<file path="src/rtl/multicycle_control.sv">
// Multicycle RV32I control FSM. It steps one instruction at a time through IF/ID/EX/MEM/WB.
// All datapath strobes are decoded combinationally from the state, the latched instruction and the latched Zero flag.
module multicycle_control #(
  parameter bit ENABLE_SHIFTS = 1'b1,
  parameter int CNT_W         = 32
) (
  input  logic             clk,
  input  logic             rst,
  input  logic [31:0]      instr,
  input  logic             Zero,
  output logic             PCSrc,
  output logic             ALUSrc,
  output logic             RegWrite,
  output logic             MemToReg,
  output logic             loadPC,
  output logic [3:0]       ALUCtrl,
  output logic             MemRead,
  output logic             MemWrite,
  output logic             illegal,
  output logic [2:0]       state,
  output logic [CNT_W-1:0] retired
);

  typedef enum logic [2:0] {
    S_IF  = 3'd0,
    S_ID  = 3'd1,
    S_EX  = 3'd2,
    S_MEM = 3'd3,
    S_WB  = 3'd4
  } state_t;

  localparam logic [6:0] OP_REG    = 7'b0110011;
  localparam logic [6:0] OP_IMM    = 7'b0010011;
  localparam logic [6:0] OP_LOAD   = 7'b0000011;
  localparam logic [6:0] OP_STORE  = 7'b0100011;
  localparam logic [6:0] OP_BRANCH = 7'b1100011;

  localparam logic [6:0] F7_BASE = 7'b0000000;
  localparam logic [6:0] F7_ALT  = 7'b0100000;

  localparam logic [3:0] ALU_AND  = 4'b0000;
  localparam logic [3:0] ALU_OR   = 4'b0001;
  localparam logic [3:0] ALU_ADD  = 4'b0010;
  localparam logic [3:0] ALU_SUB  = 4'b0110;
  localparam logic [3:0] ALU_SLT  = 4'b0111;
  localparam logic [3:0] ALU_SRL  = 4'b1000;
  localparam logic [3:0] ALU_SLL  = 4'b1001;
  localparam logic [3:0] ALU_SRA  = 4'b1010;
  localparam logic [3:0] ALU_SLTU = 4'b1011;
  localparam logic [3:0] ALU_XOR  = 4'b1101;

  state_t           state_q, state_d;
  logic [31:0]      ir_q, ir_d;
  logic             zero_q, zero_d;
  logic [CNT_W-1:0] retired_q, retired_d;

  always_ff @(posedge clk or posedge rst) begin
    if (rst) begin
      state_q   <= S_IF;
      ir_q      <= '0;
      zero_q    <= 1'b0;
      retired_q <= '0;
    end else begin
      state_q   <= state_d;
      ir_q      <= ir_d;
      zero_q    <= zero_d;
      retired_q <= retired_d;
    end
  end

  logic [6:0] opcode;
  logic [2:0] funct3;
  logic [6:0] funct7;
  logic       f7_base, f7_alt;

  assign opcode  = ir_q[6:0];
  assign funct3  = ir_q[14:12];
  assign funct7  = ir_q[31:25];
  assign f7_base = (funct7 == F7_BASE);
  assign f7_alt  = (funct7 == F7_ALT);

  // Register and immediate fields belong to the datapath; only the decode fields are read here.
  logic unused_ir_fields;
  assign unused_ir_fields = ^{ir_q[24:15], ir_q[11:7]};

  logic       is_r, is_i, is_lw, is_sw, is_beq, is_ill;
  logic [3:0] alu_ctrl;

  // Instruction class and ALU op. Anything left unclaimed here is illegal and runs the ALU as ADD.
  always_comb begin
    is_r     = 1'b0;
    is_i     = 1'b0;
    is_lw    = 1'b0;
    is_sw    = 1'b0;
    is_beq   = 1'b0;
    alu_ctrl = ALU_ADD;
    case (opcode)
      OP_REG: begin
        case (funct3)
          3'b000: begin
            if (f7_base) begin
              is_r     = 1'b1;
              alu_ctrl = ALU_ADD;
            end else if (f7_alt) begin
              is_r     = 1'b1;
              alu_ctrl = ALU_SUB;
            end
          end
          3'b001: begin
            if (ENABLE_SHIFTS && f7_base) begin
              is_r     = 1'b1;
              alu_ctrl = ALU_SLL;
            end
          end
          3'b010: begin
            if (f7_base) begin
              is_r     = 1'b1;
              alu_ctrl = ALU_SLT;
            end
          end
          3'b011: begin
            if (f7_base) begin
              is_r     = 1'b1;
              alu_ctrl = ALU_SLTU;
            end
          end
          3'b100: begin
            if (f7_base) begin
              is_r     = 1'b1;
              alu_ctrl = ALU_XOR;
            end
          end
          3'b101: begin
            if (ENABLE_SHIFTS && f7_base) begin
              is_r     = 1'b1;
              alu_ctrl = ALU_SRL;
            end else if (ENABLE_SHIFTS && f7_alt) begin
              is_r     = 1'b1;
              alu_ctrl = ALU_SRA;
            end
          end
          3'b110: begin
            if (f7_base) begin
              is_r     = 1'b1;
              alu_ctrl = ALU_OR;
            end
          end
          default: begin
            if (f7_base) begin
              is_r     = 1'b1;
              alu_ctrl = ALU_AND;
            end
          end
        endcase
      end
      OP_IMM: begin
        // Bits 31:25 are immediate bits except for the shift-immediate forms.
        case (funct3)
          3'b000: begin
            is_i     = 1'b1;
            alu_ctrl = ALU_ADD;
          end
          3'b001: begin
            if (ENABLE_SHIFTS && f7_base) begin
              is_i     = 1'b1;
              alu_ctrl = ALU_SLL;
            end
          end
          3'b010: begin
            is_i     = 1'b1;
            alu_ctrl = ALU_SLT;
          end
          3'b011: begin
            is_i     = 1'b1;
            alu_ctrl = ALU_SLTU;
          end
          3'b100: begin
            is_i     = 1'b1;
            alu_ctrl = ALU_XOR;
          end
          3'b101: begin
            if (ENABLE_SHIFTS && f7_base) begin
              is_i     = 1'b1;
              alu_ctrl = ALU_SRL;
            end else if (ENABLE_SHIFTS && f7_alt) begin
              is_i     = 1'b1;
              alu_ctrl = ALU_SRA;
            end
          end
          3'b110: begin
            is_i     = 1'b1;
            alu_ctrl = ALU_OR;
          end
          default: begin
            is_i     = 1'b1;
            alu_ctrl = ALU_AND;
          end
        endcase
      end
      OP_LOAD: begin
        if (funct3 == 3'b010) begin
          is_lw = 1'b1;
        end
      end
      OP_STORE: begin
        if (funct3 == 3'b010) begin
          is_sw = 1'b1;
        end
      end
      OP_BRANCH: begin
        if (funct3 == 3'b000) begin
          is_beq   = 1'b1;
          alu_ctrl = ALU_SUB;
        end
      end
      default: begin
      end
    endcase
  end

  assign is_ill = ~(is_r | is_i | is_lw | is_sw | is_beq);

  // Next state, register captures and strobes.
  always_comb begin
    state_d   = state_q;
    ir_d      = ir_q;
    zero_d    = zero_q;
    retired_d = retired_q;
    PCSrc     = 1'b0;
    RegWrite  = 1'b0;
    MemToReg  = 1'b0;
    loadPC    = 1'b0;
    MemRead   = 1'b0;
    MemWrite  = 1'b0;
    illegal   = 1'b0;
    ALUCtrl   = alu_ctrl;
    ALUSrc    = is_i | is_lw | is_sw;
    case (state_q)
      S_IF: begin
        ir_d    = instr;
        state_d = S_ID;
      end
      S_ID: begin
        state_d = S_EX;
      end
      S_EX: begin
        zero_d = Zero;
        // The datapath picks the load immediate over the store offset by looking at RegWrite on this edge.
        RegWrite = is_lw;
        state_d  = (is_lw | is_sw) ? S_MEM : S_WB;
      end
      S_MEM: begin
        MemRead  = is_lw;
        MemWrite = is_sw;
        MemToReg = is_lw;
        state_d  = S_WB;
      end
      S_WB: begin
        RegWrite  = is_r | is_i | is_lw;
        MemToReg  = is_lw;
        loadPC    = 1'b1;
        PCSrc     = is_beq & zero_q;
        illegal   = is_ill;
        retired_d = retired_q + CNT_W'(1);
        state_d   = S_IF;
      end
      default: begin
        state_d = S_IF;
      end
    endcase
  end

  assign state   = state_q;
  assign retired = retired_q;

endmodule

</file>
<file path="config.mk">
export PLATFORM = sky130hd
export DESIGN_NAME = multicycle_control
export DESIGN_NICKNAME = d
export VERILOG_FILES = /design/src/rtl/multicycle_control.sv
export SDC_FILE = /design/constraint.sdc
export NUM_CORES = 1
export LEC_CHECK = 0
export ABC_AREA = 1
export CAP_MARGIN = 20
export CORE_MARGIN = 1
export CORE_UTILIZATION = 52
export CTS_BUF_LIST = sky130_fd_sc_hd__clkbuf_16
export DETAILED_ROUTE_END_ITERATION = 8
export HOLD_SLACK_MARGIN = 0.08
export PLACE_DENSITY = 0.81
export SLEW_MARGIN = 20
export SYNTH_ARGS = -nofsm -noshare
export SYNTH_HDL_FRONTEND = slang
export SYNTH_SLANG_ARGS = --single-unit
</file>
<file path="constraint.sdc">
create_clock -name clk -period 2.75 [get_ports clk]
set_clock_uncertainty 0.1 [all_clocks]
set_input_delay 0.55 -clock clk [delete_from_list [all_inputs] [get_ports clk]]
set_output_delay 0.55 -clock clk [all_outputs]
set_load 0.02 [all_outputs]
</file>
Word level (Yosys, flattened, before mapping). Cells that the tools add are included.

Flip-flop bits (word level): 68. Input bits: 35. Output and inout port bits: 47. Word-level logic and storage cells: 70.

Add/sub/neg operators: 1. Eq/ne operators: 16. Mux-type cells: 35. Bitwise logic cells: 9. Reductions and logical operators: 5.

Operators by type and width (number): $pmux 4 s7 (2); $add 32x1->32 const B (1); $eq 7x6->1 const B (3); $mux 4 (5); $mux 1 (17); $mux 3 (5); $eq 3x2->1 const B (4); $eq 3x3->1 const B (4); $pmux 3 s4 (1); $pmux 4 s3 (1); $eq 7x2->1 const B (1); $eq 7x5->1 const B (1); $eq 7x7->1 const B (1); $logic_not 7->1 (1); $or 1x1->1 (7); $eq 3x1->1 const B (2); $logic_not 3->1 (2); $mux 2 (2); $pmux 1 s2 (2); $reduce_or 2->1 (2); $and 1x1->1 (1); $not 1->1 (1).

Logic depth before layout (Yosys ltp).
Depth after elaboration: 11. Mapped depth: 9. Depth with buffers taken out: 9.

Worst setup path before layout. No wires, ideal clock.

Path kind: register to output. Start point: reg state_q[1], in the netlist state[1]. End point: out PCSrc. Arrival: 1.489 ns. Data required time: 2.100 ns. Setup slack: 0.611 ns. Stages on the path, launching flop included: 7. Path buffers: 1. Cells stage by stage: dfrtp_1 -> nor2_4 -> nand2_4 -> inv_2 -> buf_2 -> nand2_1 -> nor2_1.

Word-level cells in the longest chain between the ends: 2.

Ends and longest elaborated chain: from (decl) (RTL line 52) `state_t state_q, state_d;`; from (signal assigned) (RTL line 64) `state_q <= state_d;`; $eq 3x3->1 (RTL line 238) `case (state_q)`; $mux 1 (RTL line 238); to (decl) (RTL line 11) `output logic PCSrc,`.

No other way between the ends.

Final worst setup path.
Start point: reg state_q[1], in the netlist state[1]. End point: out loadPC.

Word-level cells in the longest chain between the ends: 2.

Ends and longest elaborated chain: $eq 3x3->1 (RTL line 238); $mux 1 (RTL line 238); to (decl) (RTL line 15) `output logic loadPC,`.

No other way between the ends.

==> reports/summary.txt <==
CTS Buf Count = 5
IO Count = 82
I/O Buffers = 66
Vias in the first global route = 2,589
First-pass GRT wire length = 11,200 um
Post-synth EDFFs = 0
Slew headroom = 40.8%
# clock sinks = 53
Worst setup EP type = output pin
Clock network power share = 24.9%
Synth Flop Type = dfrtp_1
Worst slack, placed = 0.162 ns
Register area share after synthesis = 43.7%
Core outline area = 5570 um2
Syn-to-layout area delta = 30.3%
Startpoint Class = register
Pwr per Cell Area = 698 nW/um2
Max Freq = 382 MHz
Clock Latency Late Sink = 0.29 ns
HP Start = zero_q
Fraction of registers with async set or reset after synthesis = 100%
Hold WC Path Type = reg2reg
Diode count = 0
Total gr overflow = 0
Final ANT Viol Nets = 0
Longest Clk Path Bufs = 2
WP data required = 2.10 ns
Max_cap viols = 0
Switching share of power = 35.7%
Final net count = 492
WHS Endpoint = zero_q
DR pass1 iterations = 4
Fin. max-slew vios = 0
Initial DRC count = 129
Leak pwr = 1.89 nW
DR WL/cell = 12.3 um
Syn_area_per_cell = 7.90 um2
Worst EP arrival = 1.97 ns
Logic pwr share = 33.0%
Sequential share of power = 42.1%
Worst reg-to-reg path cell count = 3
Yosys top cell by area = dfrtp_1
DIE AREA = 6140 um2
Top cells by count, synth = nand2_1 (108), nor2_1 (60), dfrtp_1 (53), inv_1 (37), nand3_1 (27)
Critical path class = reg2out
Die Wd = 78.4 um
Setup bufs post-CTS = 0
Slew @ Worst Pin = 0.886 ns
Tcrit/Tclk final = 95.3%
Largest net degree at the start of global routing = 29
Syn nets = 420
Flop-to-flop setup slack = 0.89 ns
CTS H-Tree Depth = 2
Final non-filler cell area = 3950 um2
Total vias in the final route = 2,667
Remaining DRCs = 0
Yosys cell types = 30
Yosys warning count = 0
Power Total = 0.00276 W
Sw power = 0.000984 W
Setup TNS = 0 ns
Synth top area share = 43.7%
Die span in y = 78.4 um
Final Hold Vio Count = 0
Synthesized instance count = 384
Gpl congestion = 0.875
R2R Path End = ir_q[25]
Status = finished, final reports clean
Row cnt = 27
DP Area = 3790 um2
PnR worst setup slack = 0.130 ns
Initial antenna violation count = 0
WHS Path Cells = 2
FILL cells = 458
Final Critical Period = 2.62 ns
Clock root buffer = clkbuf_16
Cell Chain, Critical Path = nor2_4, nand2_4, inv_2, buf_4, clkdlybuf4s50_1
Slowest Stage Delay on Critical Path = 0.62 ns
Dpl hpwl = 4960 um
Crit path max fanout = 12
Share of cells above drive strength 1 = 10.9%
Total wire length = 6490 um
Slowest CP cell = clkdlybuf4s50_1
Int Power = 0.00177 W
Vias per std cell = 5.04
Hold slack = 0.396 ns
Synth top area cells = dfrtp_1 (44%), nand2_1 (13%), nor2_1 (7.4%)
Seq cells post-synth = 53
Initial Utilization = 54.4%
Mapped cell area = 3030 um2
Clock transition at path regs = 0.07 ns
VDD IR max = 0.511 mV
TritonCTS clock tree = yes
GRT Resource Usage Total = 23.2%
Most numerous cell in the Yosys netlist = nand2_1
Reg-to-reg startpoint = state[1]
Setup violations, final = 0
RSZ-0062 raised after global routing = no
==> per-stage QoR <==
stage                     cells  util, %
after global placement      521     68.0
after floorplan             384        -
after detailed placement    521     68.0
after CTS                   529     70.8
final                       529     70.9
after global routing        529     70.9
==> placed cells by master, fill, tap and decap left out, drive strengths merged <==
cell type	n
inv	40
nand2	112
dfrtp	53
nor3	5
bufinv	1
nor3b	1
nand3b	3
o31ai	1
buf	3
dlymetal6s2s	3
and2	1
clkbuf	6
xor2	16
xnor2	9
ha	1
a21oi	12
mux2	7
clkinv	1
nor2	73
nand3	32
or2	1
clkdlybuf4s50	55
o21ai	8
nand4	5
and3	1
dlygate4sd2	7
==> repair_timing <==
action / 4_1_cts / 5_1_grt
gates cloned: 0 / 0
endpoints found under the hold margin: 0 / 0
gates resized for setup: 8 / 6
setup endpoints to repair: 8 / 5
hold buffers: 0 / 0
==> area by class of cell <==
type	count	area [um2]	share of cell area (%)
Clock inverter	3	37.5	0.950
Multi-Input combinational cell	288	1540	38.9
Sequential cell	53	1330	33.6
Inverter	39	146	3.70
Clock buffer	5	125	3.17
Timing Repair Buffer	69	689	17.4
Tap cell	72	90.1	2.28
==> sequential cells by signal (all words and copies together) (netlist names) <==
| register | cells |
|---|---|
| state | 3 |
| retired | 32 |
| zero_q | 1 |
| ir_q | 17 |
==> cells by family after synthesis <==
| logic type | Yosys count | synth area share (%) |
|---|---|---|
| simple gates | 234 | 36.1 |
| compound gates | 21 | 3.55 |
| fa+ha+maj | 1 | 0.412 |
| mux | 7 | 2.60 |
| buf+inv | 43 | 5.69 |
| flops | 53 | 43.7 |
| xor+xnor | 25 | 7.96 |
==> worst max-delay path by stage <==
stage	endpoint	start	slack, ns	cells after the start
global route	ALUCtrl[3]	ir_q[2]	0.004	8
floorplan	PCSrc	state[1]	0.61	6
finish	loadPC	state[1]	0.13	5
global placement	RegWrite	ir_q[2]	0.16	10
detailed placement	RegWrite	ir_q[2]	0.16	10
CTS	MemRead	ir_q[14]	0.03	6
==> critical path, delay by kind of cell (launching register included) <==
family	cells	cell delay, ns
flip-flops	1	0.45
buffers and inverters	3	0.93
AND/OR/NAND/NOR	2	0.30
==> power by group through the flow <==
stage,clock (W),sequential [W],combinational [W]
final,0.000688,0.00116,0.000910
after CTS,0.000701,0.00116,0.000921
after detailed placement,0,0.00117,0.000917
after global placement,0,0.00116,0.000886
after global routing,0.000735,0.00119,0.00102
after floorplan,0,0.00119,0.000589
==> layer usage <==
layer,share of wire [%],global-route usage [%]
met1,43,28.0
met2,51,40.5
met3,4.6,5.12
met4,1.9,8.33
met5,0,0
No activity file was read; power rests on OpenSTA's default activity.
